<file path="config.mk">
export PLATFORM = sky130hd
export DESIGN_NAME = bus_xfer_ctrl
export DESIGN_NICKNAME = d
export VERILOG_FILES = /design/src/rtl/bus_xfer_ctrl.sv
export SDC_FILE = /design/constraint.sdc
export NUM_CORES = 1
export LEC_CHECK = 0
export BUFFER_PORTS_ARGS = -buffer_cell sky130_fd_sc_hd__buf_4
export CAP_MARGIN = 25
export CORE_MARGIN = 3
export CORE_UTILIZATION = 40
export CTS_BUF_LIST = sky130_fd_sc_hd__clkbuf_16
export DETAILED_ROUTE_END_ITERATION = 12
export GPL_TIMING_DRIVEN = 0
export HOLD_SLACK_MARGIN = 0.1
export SKIP_CTS_REPAIR_TIMING = 1
export SLEW_MARGIN = 10
export SYNTH_ARGS = -nofsm -noshare
export SYNTH_HDL_FRONTEND = slang
export SYNTH_SLANG_ARGS = --single-unit
</file>
<file path="constraint.sdc">
create_clock -name clk -period 1.8 [get_ports clk]
set_input_delay 0.09 -clock clk [delete_from_list [all_inputs] [get_ports clk]]
set_output_delay 0.09 -clock clk [all_outputs]
set_load 0.01 [all_outputs]
</file>
<file path="src/rtl/bus_xfer_ctrl.sv">
// bus_xfer_ctrl
// Control-and-receive end of a shared tri-state bus.
// Accepts (source, destination) transfer requests and enables exactly one
// source driver at a time. The resolved bus is sampled after one settle
// cycle into a bank of destination registers. A turnaround cycle with all
// enables low is inserted before the next transfer can start.
//
// Ports
//   clk        rising-edge clock
//   rst_n      asynchronous active-low reset
//   req_valid  transfer request present
//   req_src    index of the driver to enable
//   req_dst    index of the destination register
//   req_ready  controller can accept a request (IDLE)
//   src_en     registered one-hot-or-zero driver enables
//   bus_in     resolved shared bus value
//   rd_sel     destination register read select
//   rd_data    combinational read of dst_reg[rd_sel]; 0 when out of range
//   done       one-cycle pulse after the destination register is written
//   err        one-cycle pulse after a request with an out-of-range index
module bus_xfer_ctrl #(
  parameter int unsigned WIDTH   = 4,
  parameter int unsigned NUM_SRC = 4,
  parameter int unsigned NUM_DST = 4
) (
  input  logic                       clk,
  input  logic                       rst_n,
  input  logic                       req_valid,
  input  logic [$clog2(NUM_SRC)-1:0] req_src,
  input  logic [$clog2(NUM_DST)-1:0] req_dst,
  output logic                       req_ready,
  output logic [NUM_SRC-1:0]         src_en,
  input  logic [WIDTH-1:0]           bus_in,
  input  logic [$clog2(NUM_DST)-1:0] rd_sel,
  output logic [WIDTH-1:0]           rd_data,
  output logic                       done,
  output logic                       err
);

  localparam int unsigned SW = $clog2(NUM_SRC);
  localparam int unsigned DW = $clog2(NUM_DST);

  typedef enum logic [1:0] {
    IDLE  = 2'd0,
    DRIVE = 2'd1,
    LATCH = 2'd2,
    GAP   = 2'd3
  } state_e;

  state_e             state_q, state_d;
  logic [SW-1:0]      sel_src_q, sel_src_d;
  logic [DW-1:0]      sel_dst_q, sel_dst_d;
  logic [NUM_SRC-1:0] src_en_q, src_en_d;
  logic               err_q, err_d;
  logic [WIDTH-1:0]   dst_q [NUM_DST];

  logic               src_ok;
  logic               dst_ok;
  logic [NUM_SRC-1:0] req_onehot;

  // Index range checks matter only when NUM_SRC/NUM_DST are not powers of two.
  assign src_ok = (32'(req_src) < NUM_SRC);
  assign dst_ok = (32'(req_dst) < NUM_DST);

  always_comb begin
    req_onehot = '0;
    for (int unsigned i = 0; i < NUM_SRC; i++) begin
      if (req_src == SW'(i)) req_onehot[i] = 1'b1;
    end
  end

  always_comb begin
    state_d   = state_q;
    sel_src_d = sel_src_q;
    sel_dst_d = sel_dst_q;
    src_en_d  = src_en_q;
    err_d     = 1'b0;
    case (state_q)
      IDLE: begin
        src_en_d = '0;
        if (req_valid) begin
          sel_src_d = req_src;
          sel_dst_d = req_dst;
          if (src_ok && dst_ok) begin
            state_d  = DRIVE;
            src_en_d = req_onehot;
          end else begin
            err_d = 1'b1;
          end
        end
      end
      DRIVE: state_d = LATCH;
      LATCH: begin
        src_en_d = '0;
        state_d  = GAP;
      end
      GAP: begin
        src_en_d = '0;
        state_d  = IDLE;
      end
      default: begin
        src_en_d = '0;
        state_d  = IDLE;
      end
    endcase
  end

  always_ff @(posedge clk or negedge rst_n) begin
    if (!rst_n) begin
      state_q   <= IDLE;
      sel_src_q <= '0;
      sel_dst_q <= '0;
      src_en_q  <= '0;
      err_q     <= 1'b0;
    end else begin
      state_q   <= state_d;
      sel_src_q <= sel_src_d;
      sel_dst_q <= sel_dst_d;
      src_en_q  <= src_en_d;
      err_q     <= err_d;
    end
  end

  // The bus is captured at the end of LATCH, after a full settle cycle in DRIVE.
  always_ff @(posedge clk or negedge rst_n) begin
    if (!rst_n) begin
      for (int unsigned i = 0; i < NUM_DST; i++) dst_q[i] <= '0;
    end else if (state_q == LATCH) begin
      for (int unsigned i = 0; i < NUM_DST; i++) begin
        if (sel_dst_q == DW'(i)) dst_q[i] <= bus_in;
      end
    end
  end

  always_comb begin
    rd_data = '0;
    for (int unsigned i = 0; i < NUM_DST; i++) begin
      if (rd_sel == DW'(i)) rd_data = dst_q[i];
    end
  end

  assign req_ready = (state_q == IDLE);
  assign done      = (state_q == GAP);
  assign err       = err_q;
  assign src_en    = src_en_q;

endmodule

</file>
Yosys cells after proc, flatten, opt, wreduce, memory -nomap -nowiden:

Index checks and enable logic that the tools add are counted.

* register bits: 24
* input bits: 13
* output and inout bits: 11
* word-level logic and storage cells: 43

* equality and inequality tests: 13
* muxes and demuxes: 12
* reduce and logical (&&, ||, !) cells: 11

Operators with widths (count)
* 4-bit two-way mux: 5
* 2-bit == test, second input constant: 8
* 2-bit AND reduction: 5
* 2-bit by 1-bit == test with 1-bit output, second input constant: 4
* 2-bit zero test: 4
* 2-bit case mux with 4 select lines: 1
* 4-bit case mux with 2 select lines: 1
* 1-bit two-way mux: 4
* 2-bit two-way mux: 1
* 2-bit inequality test, second input constant: 1
* 2-bit nonzero test: 1
* 2-bit OR reduction: 1

Longest topological paths before layout:

* word-level depth: 5
* gate-level depth with buffers: 4

Worst setup path after synthesis:

OpenSTA, ideal clock, no wires.

* path type: flip-flop to flip-flop
* from: reg state_q[0]
* to: reg dst_q[12] in the netlist's numbering
* library setup time: 0.125 ns
* arrival time: 1.321 ns
* data required time: 1.675 ns
* path slack: 0.354 ns
* stages on the path, launching flop included: 5
* clock period less this slack: 1.446 ns
* path through: dfrtp_1 inv_1 ha_1 nor3b_4 mux2_2

* longest elaborated chain between the ends: 2

Ends and longest elaborated chain
* start: declaration: line 50 `state_e state_q, state_d;`
* start signal: assignment: line 116 `state_q <= state_d;`
* 2-bit == test: line 128 `end else if (state_q == LATCH) begin`
* 2-bit AND reduction (no line)
* end signal: indexed assignment: line 130 `if (sel_dst_q == DW'(i)) dst_q[i] <= bus_in;`
* end: declaration: line 55 `logic [WIDTH-1:0] dst_q [NUM_DST];`

Every way passes these cells.
A chain may end at the register's enable or synchronous reset.

Final worst setup path:

* from: reg state_q[0]
* to: reg dst_q[14] in the netlist's numbering

The elaborated chain is that of the path after synthesis.

==> run metrics <==
multi-input logic area=470 µm²; routed wire length=around 1.9 mm; CORE AREA=~0.0025 mm²; clk_skew=between 1.5 and 2 ps; Die X=58.3 µm; clock latency on the worst-skew pair=250 ps; drt pass-1 iters=4; Root Driver=clkbuf_16; DR vias/cell=5.32; vias in the first global route=734; synth unique cells=15; Die Height=around 58 µm; pre-CTS setup slack=approximately 190 ps; crit end category=register; CTS Buffer Depth=2; Seq/Total Area, Yosys=54.9%; final worst path period share=around nine tenths; DR vias=691; Register Area=601 µm²; CP max-delay cell=dfrtp_1; input/output buffers=22; initial antenna violation count=0; Clock transition at path regs=~60 ps; Worst Hold Class=in2reg; RSZ-0062 raised after global routing=false; Fmax achieved=roughly 620 MHz; VDD IR max=0.000896 V; Worst EP arrival=1750 ps; Initial DRC Count=4; cell chain of the critical path=inv_1 -> ha_1 -> nor3b_4 -> mux2_2; Synthesized Nets=between 80 and 90; fill count=between 200 and 250; Post-DRT Antenna Nets=0; starting density of the core=43.0%; Yosys reg bits=24; total negative slack=0 ps; total CTS buffers=3; pin count of the biggest net entering global routing=25; final slew viol count=0; GRT Overall Usage=between 10% and 20%; gr ovfl total=0; Final Net Count=between 100 and 150; detailed-route DRC error count=0; combined area of all synthesized cells=between 0.001 and 0.0015 mm²; Tmin final=1610 ps; I/O pin cnt=24; CTS tree=built; wire per inst=~15 µm; first-pass GRT wire length=~3.3 mm; die area=~0.0034 mm²; synth-to-layout area growth=32.7%; Crit Path Max Fanout=6; P_leak=between 0.6 and 0.7 nW; final worst setup slack=194 ps; critical path startpoint category=register; post-DP HPWL=between 1 and 1.5 mm; PD cells=approximately 1700 mW/mm²; Syn Area/Cell=15.8 µm²; Max-Cap Viols=0; GPL Wtd Cong=around 0.68; layout cells sized above 1=about 52%; Worst Setup Path Type=reg2reg; slowest stage delay, CP=420 ps; Final Hold Violating Endpoints=0; power consumption=between 2 and 2.5 mW; Finish-stage setup viols=0; Post-Syn Instances=69; Synthesis Warnings=0; Clock Sinks=24; Row Count=18; outcome=complete, no violations; ANT cells=0; CTS H-tree lvls=1; Crit path required time=1940 ps
[metal layers]
metal | track usage [%] | vias to the layer above | wire (µm)
met2 | 21.5 | 15 | 968
met5 | 0 | - | 0
met3 | 2.67 | 4 | 69
met1 | 16.2 | 354 | 826
met4 | 4.97 | 0 | 29
li1 | - | 318 | -
[stage by stage]
step                      util [%]  cells  cell area [µm²]  hold WS (ps)
after floorplan                  -     69             1090          -206
after global placement        50.9    121             1300          6.84
after detailed placement      50.9    121             1300          6.05
after CTS                     55.1    125             1400          -265
after global routing          57.0    130             1450           104
final                         57.0    130             1450          92.4
[synth_stat cells]
master	count	area, µm²
nand2_1	1	3.75
o22a_1	1	8.76
a32o_1	4	40.0
inv_1	4	15.0
nor4b_2	1	15.0
conb_1	1	3.75
nor3b_4	1	18.8
nand2b_1	1	6.26
buf_4	1	7.51
nand3b_1	2	15.0
mux2_2	19	214
ha_1	4	50.1
mux4_2	4	90.1
nand3_1	1	5.00
dfrtp_1	24	601
[state kept, by name (all words and copies together), names as in the netlist]
signal and flops:
dst_q 16, sel_dst_q 2, src_en 4, state_q 2
[logic make-up (layout without fill, tap and decap cells)]
family	Yosys count	in the layout	synth area share (%)
DFF	24	24	54.9
muxes	23	23	27.8
and+or+nand+nor	7	7	5.83
AOI/OAI and AO/OA	5	5	4.46
buffers and inverters	5	36	2.06
adders and majority gates	4	4	4.58
other	1	1	0.343
[worst max-delay path, delay by kind of cell (launching register included)]
kind	cells	cell delay, ps
fa+ha+maj	1	270
buf+inv	1	90
flops	1	420
mux	1	370
simple gates	1	340
[final timing paths]
kind | startpoint | end | slack (ps) | cells after the start
min reg2reg | src_en[3] | src_en[3] | 490 | 1
min in group asynchronous | rst_n | src_en[0] | 270 | 2
max reg2reg | state_q[0] | dst_q[14] | 190 | 4
max in group asynchronous | rst_n | dst_q[0] | 1300 | 2
min | bus_in[3] | dst_q[15] | 90 | 2
max | state_q[0] | dst_q[14] | 190 | 4
[cell usage in the layout, fill, tap and decap left out]
| cell | n |
|---|---|
| a32o_1 | 4 |
| buf_4 | 23 |
| bufinv_16 | 1 |
| clkbuf_16 | 3 |
| conb_1 | 1 |
| dfrtp_1 | 24 |
| dlygate4sd3_1 | 5 |
| ha_1 | 4 |
| inv_1 | 4 |
| mux2_2 | 19 |
| mux4_2 | 4 |
| nand2_1 | 1 |
| nand2b_1 | 1 |
| nand3_1 | 1 |
| nand3b_1 | 2 |
| nor3b_4 | 1 |
| nor4b_2 | 1 |
| o22a_1 | 1 |
[power by group]
part / switching (mW) / total (mW) / internal [mW]
sequential: 0.158 / 0.951 / 0.793
combinational: 0.320 / 0.852 / 0.532
clock: 0.178 / 0.620 / 0.441
[cell type report]
cell class / instances / share of cell area (%)
buffer: 1 / 0.517
clock buffer: 3 / 5.17
clock inverter: 1 / 2.07
inverter: 4 / 1.03
multi-input combinational: 40 / 32.4
sequential: 24 / 41.4
tap: 30 / 2.59
timing repair buffer: 27 / 14.8
No activity file was read; power rests on OpenSTA's default activity.
